File: config.mk
export PLATFORM = sky130hd
export DESIGN_NAME = patch_gather
export DESIGN_NICKNAME = d
export VERILOG_FILES = /design/src/rtl/mlp_act_pkg.sv /design/src/rtl/bounds_flatten.sv /design/src/rtl/patch_gather.sv
export SDC_FILE = /design/constraint.sdc
export NUM_CORES = 1
export LEC_CHECK = 0
export ABC_AREA = 1
export CAP_MARGIN = 5
export CORE_ASPECT_RATIO = 2
export CORE_UTILIZATION = 33
export DETAILED_ROUTE_END_ITERATION = 6
export GPL_ROUTABILITY_DRIVEN = 0
export HOLD_SLACK_MARGIN = 0.03
export PLACE_DENSITY = 0.73
export SKIP_LAST_GASP = 1
export SLEW_MARGIN = 20
export SYNTH_ARGS = -nofsm -noshare
export SYNTH_HDL_FRONTEND = slang
export SYNTH_HIERARCHICAL = 1
export SYNTH_SLANG_ARGS = --single-unit
File: constraint.sdc
create_clock -name clk -period 2.26 [get_ports clk]
set_input_delay 0.452 -clock clk [delete_from_list [all_inputs] [get_ports clk]]
set_output_delay 0.452 -clock clk [all_outputs]
set_load 0.01 [all_outputs]
File: src/rtl/mlp_act_pkg.sv
// rtl/mlp_act_pkg.sv - shared types, defaults and address helper for the activation path
package mlp_act_pkg;

    typedef enum logic [1:0] {
        COLLECT = 2'd0,
        WAIT_RD = 2'd1,
        PRESENT = 2'd2
    } patch_gather_state_e;

    localparam int DEFAULT_SENSOR_W = 128;
    localparam int DEFAULT_SENSOR_H = 128;
    localparam int DEFAULT_TS_BITS  = 16;

    // Row-major flat address into the timestamp surface.
    function automatic logic [31:0] flat_addr(input logic [31:0] x, input logic [31:0] y,
                                              input logic [31:0] width);
        return y * width + x;
    endfunction

endpackage

File: src/rtl/bounds_flatten.sv
// rtl/bounds_flatten.sv - in-frame test and flat address for one neighbour coordinate
module bounds_flatten
    import mlp_act_pkg::*;
#(
    parameter int XY_BITS  = 9,
    parameter int SENSOR_W = DEFAULT_SENSOR_W,
    parameter int SENSOR_H = DEFAULT_SENSOR_H,
    parameter int MEM_AW   = $clog2(SENSOR_W * SENSOR_H)
) (
    input  logic [XY_BITS-1:0] x,
    input  logic [XY_BITS-1:0] y,
    output logic               in_bounds,
    output logic [MEM_AW-1:0]  addr
);

    logic [31:0] x_ext;
    logic [31:0] y_ext;

    assign x_ext = 32'(x);
    assign y_ext = 32'(y);

    // Unsigned compare: wrapped negative coordinates land far above the frame.
    assign in_bounds = (x_ext < 32'(SENSOR_W)) && (y_ext < 32'(SENSOR_H));
    assign addr      = in_bounds ? MEM_AW'(flat_addr(x_ext, y_ext, 32'(SENSOR_W))) : '0;

endmodule

File: src/rtl/patch_gather.sv
// rtl/patch_gather.sv - gathers neighbour timestamp pairs into one activation vector
module patch_gather
    import mlp_act_pkg::*;
#(
    parameter int CAVIAR_X_Y_BITS = 9,
    parameter int SENSOR_W        = DEFAULT_SENSOR_W,
    parameter int SENSOR_H        = DEFAULT_SENSOR_H,
    parameter int TS_BITS         = DEFAULT_TS_BITS,
    parameter int N_PAIRS         = 4,
    parameter int MEM_AW          = $clog2(SENSOR_W * SENSOR_H),
    parameter int SLOT_W          = $clog2(N_PAIRS)
) (
    input  logic                         clk,
    input  logic                         rst,
    input  logic                         req_valid,
    output logic                         req_ready,
    input  logic [SLOT_W-1:0]            req_slot,
    input  logic [CAVIAR_X_Y_BITS-1:0]   addr1_x,
    input  logic [CAVIAR_X_Y_BITS-1:0]   addr1_y,
    input  logic [CAVIAR_X_Y_BITS-1:0]   addr2_x,
    input  logic [CAVIAR_X_Y_BITS-1:0]   addr2_y,
    output logic                         mem_en,
    output logic [MEM_AW-1:0]            mem_addr1,
    output logic [MEM_AW-1:0]            mem_addr2,
    input  logic [TS_BITS-1:0]           mem_rdata1,
    input  logic [TS_BITS-1:0]           mem_rdata2,
    output logic                         act_valid,
    input  logic                         act_ready,
    output logic [2*N_PAIRS*TS_BITS-1:0] act_data
);

    patch_gather_state_e state;

    logic [SLOT_W-1:0]  slot_q;
    logic               in1_q;
    logic               in2_q;
    logic [N_PAIRS-1:0] seen;
    logic [N_PAIRS-1:0] seen_next;
    logic               in1;
    logic               in2;
    logic [MEM_AW-1:0]  flat1;
    logic [MEM_AW-1:0]  flat2;

    bounds_flatten #(
        .XY_BITS  (CAVIAR_X_Y_BITS),
        .SENSOR_W (SENSOR_W),
        .SENSOR_H (SENSOR_H),
        .MEM_AW   (MEM_AW)
    ) u_bf1 (
        .x         (addr1_x),
        .y         (addr1_y),
        .in_bounds (in1),
        .addr      (flat1)
    );

    bounds_flatten #(
        .XY_BITS  (CAVIAR_X_Y_BITS),
        .SENSOR_W (SENSOR_W),
        .SENSOR_H (SENSOR_H),
        .MEM_AW   (MEM_AW)
    ) u_bf2 (
        .x         (addr2_x),
        .y         (addr2_y),
        .in_bounds (in2),
        .addr      (flat2)
    );

    // Ready is a function of state only, so no path from req_valid back to req_ready.
    assign req_ready = (state == COLLECT) && !rst;
    assign mem_en    = req_ready && req_valid;
    assign mem_addr1 = mem_en ? flat1 : '0;
    assign mem_addr2 = mem_en ? flat2 : '0;
    assign seen_next = seen | (N_PAIRS'(1) << slot_q);

    always_ff @(posedge clk) begin
        if (rst) begin
            state     <= COLLECT;
            slot_q    <= '0;
            in1_q     <= 1'b0;
            in2_q     <= 1'b0;
            seen      <= '0;
            act_valid <= 1'b0;
            act_data  <= '0;
        end else begin
            case (state)
                COLLECT: begin
                    if (req_valid) begin
                        slot_q <= req_slot;
                        in1_q  <= in1;
                        in2_q  <= in2;
                        state  <= WAIT_RD;
                    end
                end
                WAIT_RD: begin
                    act_data[(2 * int'(slot_q)) * TS_BITS +: TS_BITS] <=
                        in1_q ? mem_rdata1 : '0;
                    act_data[(2 * int'(slot_q) + 1) * TS_BITS +: TS_BITS] <=
                        in2_q ? mem_rdata2 : '0;
                    seen <= seen_next;
                    if (&seen_next) begin
                        state     <= PRESENT;
                        act_valid <= 1'b1;
                    end else begin
                        state <= COLLECT;
                    end
                end
                PRESENT: begin
                    // The word buffer is kept; only the mask restarts.
                    if (act_ready) begin
                        seen      <= '0;
                        act_valid <= 1'b0;
                        state     <= COLLECT;
                    end
                end
                default: state <= COLLECT;
            endcase
        end
    end

endmodule

Word level (Yosys, flattened, before mapping). Cells that the tools add are included.

Register bits after elaboration: 139. Bits of input ports: 74. Output and inout port bits: 159.

Add/sub/neg operators: 5. $lt $le $gt $ge: 4. Equality and inequality tests: 5. Shifts and indexed selects: 5. Mux-type cells: 17. Bitwise gates (word level): 1. Reduce and logical (&&, ||, !) cells: 12.

Operator list (count): bitwise mux 128 bit (2); variable shift 16 x 33 -> 128 bit (first input constant) (2); indexed part select 16 x 33 -> 128 bit (2); 2-to-1 mux 14 bit (4); < comparator 9 x 8 -> 1 bit (second input constant) (4); negator 7 -> 33 bit (1); negator 8 -> 33 bit (1); 2-to-1 mux 16 bit (2); adder 14 x 9 -> 14 bit (2); case mux 4 bit (2 select lines) (1); 2-to-1 mux 2 bit (3); inequality test 2 bit (second input constant) (3); case mux 2 bit (3 select lines) (1); AND reduction 2 bit (3); adder 3 x 1 -> 4 bit (second input constant) (1); logical AND 1 bit (4); 2-to-1 mux 4 bit (1); OR 4 bit (1); AND reduction 4 bit (1); << shifter 1 x 2 -> 4 bit (first input constant) (1); AND reduction 3 bit (1); equality test 2 x 1 -> 1 bit (second input constant) (1); equality test 2 bit (second input constant) (1); logical NOT 2 bit (1); other kinds (4) (5).

Longest topological paths before layout. Gate-level depths: netlist of run 1.

Depth in word-level cells: 5. Depth in mapped cells: 10. Mapped depth without buffers: 8.

Hierarchy. The synthesis of run 1 kept the hierarchy.

By module, submodules not included: patch_gather (times used 1, cells an instance 825, area an instance 5929.4 um^2, sequential area each 2782.7 um^2); bounds_flatten (times used 2, cells an instance 56, area an instance 319.1 um^2, sequential area each 0.0 um^2).

Least setup slack after synthesis of run 1. No wires, ideal clock.

Path type: input to output. From: input addr1_y[0]. To: output mem_addr1[9]. Data arrival time: 1.544 ns. Slack: 0.264 ns. Cell stages on the path: 6. Path buffers: 0. Cells stage by stage: ha_1 -> fa_1 -> xnor2_1 -> nor2_2 -> inv_1 -> nor2_1.

Longest elaborated chain between the ends: 4.

Ends and longest elaborated chain: from (decl) (RTL line patch_gather.sv:19) `input logic [CAVIAR_X_Y_BITS-1:0] addr1_y,`; parallel branches: the longest is 2 deep, another holds adder 14 x 9 -> 14 bit; 2-to-1 mux 14 bit (*) (RTL line bounds_flatten.sv:24) `assign addr = in_bounds ? MEM_AW'(flat_addr(x_ext, y_ext, 32'(SENSOR_W))) : '0;`; via flat1[9] (RTL line patch_gather.sv:41) `logic [MEM_AW-1:0] flat1;`; 2-to-1 mux 14 bit (*) (RTL line patch_gather.sv:71) `assign mem_addr1 = mem_en ? flat1 : '0;`; to (decl) (RTL line patch_gather.sv:23) `output logic [MEM_AW-1:0] mem_addr1,`.

Mark *: on every way through the listed nets, which the timed path passes.

Worst setup path in the final report of run 1.
From: input addr1_y[0]. To: output mem_addr1[13].

Same word-level chain as after synthesis.

==> impl_results.md, run 1 <==
- Reg clk slew, reported paths: approximately 60 ps
- Largest net degree at the start of global routing: 65
- Chip width: between 100 and 150 microns
- Pins Over Slew Limit: 0
- Yosys cell types: 29
- CTS tree: yes
- Layout cells sized above 1: between 10% and 20%
- Clock net sink count: ~140
- Post-route insts no fill: approximately 1,400
- GRT Total Usage: roughly 22%
- Skew-Pair Late Insertion Delay: about 420 ps
- Skew final: slightly above 6 ps
- Number of CTS-inserted buffers: 17
- HPWL after DPL: approximately 16 mm
- Worst min path class: flop to flop
- Max-cap violations: 0
- Ant diodes: 0
- Cell area after synthesis: between 6000 and 7000 sq um
- Area growth syn-to-layout: 48.2%
- CP Data Arrival Time: ~1800 ps
- # DRC: 0
- Critical Path End Type: output pin
- Worst Setup Start Kind: primary input
- Setup TNS: 0 ps
- Crit Path Class: primary input to output pin
- First-pass GRT wire length: ~34 mm
- PwrDens: roughly 620 nW/um^2
- Final core utilization: about 50%
- P_sw: between 1 and 1.5 mW
- Slew Limit Headroom: 54.8%
- Lkg Pwr: about 3.6 nW
- R2R depth: 6
- Yosys Warn Count: 6
- DIE AREA: around 21,000 sq um
- Drt initial violations: 262
- RSZ-0062 raised after global routing: yes
- Sequential share of the synthesized area: around 42%
- Row count: 72
- Routed wire length: between 20 and 25 mm
- Comb power frac: between 10% and 20%
- Max VDD drop: 0.477 mV
- Syn_nets: a little over 1,000
- I/O pin cnt: 233
- Clk pwr share: 48.4%
- Worst hold path cell count: 2
- WP data required: roughly 1800 ps
- Synthesized area per cell: ~7.0 sq um
- Setup Viol. Count Final: 0
- Fillers: slightly below 2,000
- Initial antenna violation count: 0
- Initial Util: about a third
- Initial DRT Pass Iterations: 5
- Yosys reg bits: roughly 140
- Root buffer cell: clkbuf_16
- Worst slew pin tran: 678 ps
- CORE AREA: 19,500 sq um
- Crit-path max FO: 4
- Gr ovfl total: 0
- Routed vias: between 6,000 and 7,000
- Cts hold-fix bufs: 0
- WL per Instance: ~15 microns
- CTS H-Tree Depth: 4
- Pwr Total: 6.04 mW
- Fin nets: 1,248
- Number of placed cells counting well taps: about 1,400
- Internal power: 4.56 mW
- Sequential power share: 41.2%
- Via/cell ratio: 4.76
- Clock Path Buffers: 2
- Fmax: about 450 MHz
- Fin. Hold Viols: 0
- Syn Inst Count: ~940
- Die height: just over 200 microns
- Sw Share: roughly a quarter
- Crit path time final: between 2000 and 2500 ps
- Final worst slack: 45.6 ps
- Antenna-violating nets left: 0
- Tcrit/Tclk final: a little over nine tenths
- Dpl ws: -722 ps
- Vias in the first global route: 6,606
- Port bufs: around 230
- Status: complete, no violations
-- layer usage --
layer  routed length [microns]  vias to the layer above  track usage, %
li1                          -                     3409               -
met1                      7760                     3104            22.0
met2                     12200                      253            40.7
met3                      1090                       57            3.54
met4                       915                        0            12.4
met5                         0                        -               0
-- flip-flops by register name, summed over array words and instances, names as in the netlist --
name and cells:
state 2, seen 4, in1_q 1, slot_q 2, act_data 128, in2_q 1
act_valid 1
-- worst paths after layout --
kind	startpoint	end	slack, ps
worst min-delay path	seen[2]	seen[2]	450
worst max-delay path	addr1_y[0]	mem_addr1[13]	50
worst min register to register	seen[2]	seen[2]	450
worst max register to register	slot_q[1]	act_data[14]	300
-- power by group through the flow --
stage	registers, mW	clock network (mW)	logic [mW]
5_1_grt	2.49	3.06	0.684
2_1_floorplan	2.53	0	0.355
3_5_place_dp	2.54	0	0.623
4_1_cts	2.49	2.97	0.630
6_report	2.49	2.92	0.630
3_3_place_gp	2.54	0	0.618
-- kinds of logic after synthesis --
group	share of synthesized area, %
and+or+nand+nor	33.1
AOI/OAI and AO/OA	12.6
DFF	42.4
buffers and inverters	8.95
adders and majority gates	2.71
xor gates and xnor gates	0.267
-- synth_stat cells (all sizes together) --
cell / count / area share [%]
or2: 1 / 0.095
dfxtp: 139 / 42
o21ai: 20 / 1.5
nand3: 26 / 2.5
nand2: 264 / 16
nand3b: 16 / 1.8
nor2: 145 / 11
inv: 77 / 4.6
buf: 41 / 3.4
fa: 2 / 0.61
ha: 11 / 2.1
a21oi: 144 / 11
clkbuf: 17 / 0.97
nor3: 32 / 2.4
xnor2: 2 / 0.27
-- critical path: stages --
cell and delay [ps]:
clkdlybuf4s15_1 180, ha_2 200, fa_2 400, buf_6 140, a21oi_2 110, nor2_1 50, inv_1 50, nor2_1 40
buf_2 140
-- cells in the final DEF (no fill, tap or decap), types with 3 or more instances in the layout --
master / Yosys / final
clkbuf_16: 0 / 17
buf_2: 26 / 11
inv_2: 4 / 5
nand2_1: 256 / 255
o21ai_0: 20 / 20
clkinv_2: 0 / 3
dfxtp_1: 139 / 139
clkbuf_8: 0 / 4
nand2_4: 3 / 3
nand2_2: 5 / 6
nor2_4: 7 / 8
inv_6: 2 / 5
nand3_1: 22 / 20
buf_4: 5 / 30
nor2_2: 20 / 20
nor3_1: 32 / 32
nor2_8: 3 / 3
inv_1: 69 / 67
ha_1: 11 / 8
dlygate4sd2_1: 0 / 17
clkdlybuf4s50_1: 0 / 194
nand3b_1: 16 / 16
a21oi_1: 142 / 141
nand3_2: 2 / 4
bufinv_16: 0 / 3
nor2_1: 115 / 114
ha_2: 0 / 3
a21oi_2: 2 / 3
clkbuf_2: 0 / 7
-- stage by stage --
step | area (sq um) | hold slack, ps
2_1_floorplan | 6570 | 425
3_3_place_gp | 9140 | 438
3_5_place_dp | 9140 | 441
4_1_cts | 9750 | 450
5_1_grt | 9730 | 475
6_report | 9730 | 451
-- what timing repair did --
action,4_1_cts,5_1_grt
setup endpoints to repair,29,19
pin swaps,12,13
setup buffers,2,1
resized for setup,87,17
-- layout make-up --
| type | instances | area, sq um | area share [%] |
|---|---|---|---|
| clock inverters | 10 | 138 | 1.41 |
| multi-input cells | 663 | 3250 | 33.4 |
| flip-flops and latches | 139 | 2780 | 28.6 |
| inverters | 77 | 309 | 3.18 |
| repair buffers | 263 | 2450 | 25.2 |
| well taps | 259 | 324 | 3.33 |
| clock buffers | 21 | 480 | 4.94 |
Note: power is estimated with default switching activity, not from simulation.
==> run 2, diff against run 1 <==
SYNTH_HIERARCHICAL = default   (was 1)
==> impl_results.md, run 2 <==
- Crit path from: addr1_y[0]
- PwrDens: approximately 600 nW/um^2
- Chip width: approximately 100 microns
- Root buffer cell: clkbuf_16
- Tcrit/Tclk final: a little over nine tenths
- First-pass GRT wire length: ~33 mm
- Slowest stage delay, CP: 370 ps
- Initial antenna violation count: 0
- Biggest regs: act_data: 128 flops, seen: 4 flops
- Initial Util: 33.7%
- Yosys cell types: 27
- WP data required: around 1800 ps
- Ys async rst share: 0%
- Worst min path class: primary input to flop
- Die height: around 200 microns
- Vias in the first global route: 6,276
- CP Data Arrival Time: between 1500 and 2000 ps
- Worst Setup Start Kind: primary input
- Fin nets: between 1,000 and 1,500
- # DRC: 0
- Synthesized area per cell: approximately 7 sq um
- Dpl ws: -643 ps
- Post-route insts no fill: approximately 1,400
- Skew final: between 10 and 15 ps
- Routed wire length: 21.0 mm
- Max-cap violations: 0
- Met2 usage: about two fifths
- Hold path start: rst
- Critical Path End Type: output pin
- RSZ-0062 raised after global routing: yes
- Worst slew pin tran: ~710 ps
- Slew Limit Headroom: a little over half
- Max reg flops: approximately 130
- Cts hold-fix bufs: 0
- Largest area contributor in the netlist: dfxtp_1
- Fin. Hold Viols: 0
- Crit-path max FO: 3
- WL per Instance: roughly 15 microns
- Layout cells sized above 1: between 10 and 15%
- Number of flops mapped to enable cells by yosys: 0
- Number of placed cells counting well taps: between 1,000 and 1,500
- Commonest non-fill, non-tap cell in the layout: nand2_1
- Final worst slack: ~64 ps
- Critical Path, Cell by Cell: dlygate4sd2_1, ha_2, fa_2, inv_2, nor2_2, xnor2_1, nor2_1, buf_2
- Crit Path Class: primary input to output pin
- Routed vias: approximately 6,500
- Pins Over Slew Limit: 0
- Biggest register: act_data
- CORE AREA: between 15,000 and 20,000 sq um
- DIE AREA: roughly 20,000 sq um
- Commonest cells post-synth: 238 x nand2_1, 139 x dfxtp_1, 132 x nor2_1
- GRT Total Usage: 20.9%
- M1 GR Usage: a little over 20%
- Pwr Total: slightly below 6 mW
- Sequential share of the synthesized area: between 40% and 50%
- Most instantiated library cell after synthesis: nand2_1
- Antenna-violating nets left: 0
- CTS H-Tree Depth: 4
- Area growth syn-to-layout: 48.3%
- CP max-delay cell: fa_2
- Fmax: 455 MHz
- Yosys reg bits: between 100 and 150
- Synth Flop Type: dfxtp_1
- Yosys Warn Count: 0
- Largest net degree at the start of global routing: 68
- I/O pin cnt: between 200 and 250
- Setup Viol. Count Final: 0
- Synth top area cells: dfxtp_1 43%, nand2_1 14%, a21oi_1 8.4%
- Most used routing layer in global routing: met2
- Cell area after synthesis: between 6000 and 7000 sq um
- Area share of the leading cell type in the synthesized netlist: a little over two fifths
- Gr ovfl total: 0
- Syn Inst Count: approximately 930
- Number of CTS-inserted buffers: 17
- Drt initial violations: 209
- Port bufs: around 230
- Most frequent cells in the layout: 238 x nand2_1, 194 x clkdlybuf4s50_1, 139 x dfxtp_1
- Via/cell ratio: 4.59
- Lkg Pwr: around 4.1 nW
- Status: complete, no violations
- Syn_nets: 1,014
- Ant diodes: 0
- Skew-Pair Late Insertion Delay: between 400 and 500 ps
- Crit path time final: roughly 2200 ps
- Row count: just over 70
- Routing usage on met3: 3.11%
- Clock net sink count: between 100 and 150
- Reg clk slew, reported paths: around 60 ps
- Max VDD drop: approximately 0.42 mV
- CTS tree: yes
- Initial DRT Pass Iterations: 4
- R2r startpoint: slot_q[0]
- Clock Path Buffers: 2
- HPWL after DPL: approximately 16 mm
- Fillers: between 1,500 and 2,000
run 2: cell types whose count changed after synthesis, sizes merged, moves of 11 or more:
cell | previous run | this run
nand3 | 26 | 63
a21oi | 144 | 109
nor3 | 32 | 18
nand2 | 264 | 240
inv | 77 | 104
nand3b | 16 | 0
buf | 41 | 30
run 2: cell families after synthesis:
logic type / after synthesis / synth area share, %
xor gates and xnor gates: 3 / 0.405
buffers and inverters: 158 / 10.8
adders and majority gates: 14 / 2.93
and+or+nand+nor: 480 / 32.8
AOI/OAI and AO/OA: 132 / 10.2
DFF: 139 / 42.8
run 2: worst max-delay path: cells and delay by family:
family	cells	cell delay, ps
adders and majority gates	2	570
buffers and inverters	3	450
xor gates and xnor gates	1	120
and+or+nand+nor	2	160
run 2: final cells by class:
cell class / count / area, sq um / area share (%)
sequential: 139 / 2780 / 28.9
tap: 259 / 324 / 3.37
multi-input combinational: 629 / 3070 / 31.8
clock inverter: 15 / 183 / 1.90
clock buffer: 17 / 425 / 4.42
inverter: 104 / 398 / 4.13
timing repair buffer: 257 / 2450 / 25.5
run 2: where the power goes:
part           internal (mW)  switching, mW
sequential              2.48         0.0134
combinational          0.242          0.325
clock                   1.67           1.20
total                   4.39           1.54
run 2: timing repair:
item                                    in CTS  in global routing
setup buffers                                3                  0
gates resized for setup                     73                 11
gates cloned                                 0                  0
pin swaps                                   10                  3
hold endpoints to repair                     0                  0
endpoints found under the setup margin      28                 42
run 2: worst paths after layout:
path | slack [ps] | endpoint | cells past startpoint
worst max-delay path | 60 | mem_addr1[11] | 8
worst min-delay path | 440 | state[0] | 4
worst max register to register | 350 | act_data[21] | 6
worst min register to register | 460 | act_data[24] | 2
run 2: layer usage:
layer,vias to the layer above,routed length (microns)
li1,3334,-
met1,2997,7720
met2,160,11900
met3,29,701
met4,0,631
met5,-,0
run 2: through the flow:
| stage | hold slack (ps) | instance area [sq um] | TNS (ps) | util [%] |
|---|---|---|---|---|
| after floorplan | 442 | 6490 | 0 | - |
| after CTS | 426 | 9640 | -48.3 | 50.0 |
| after global placement | 451 | 9010 | -10400 | 46.7 |
| final | 439 | 9630 | 0 | 49.9 |
| after global routing | 444 | 9630 | -17.9 | 49.9 |
| after detailed placement | 456 | 9010 | -11180 | 46.7 |
==> run 3, diff against run 2 <==
CAP_MARGIN = default   (was 5)
==> results of run 3 <==
Final layout, timing and power as in run 2 (identical DEF).
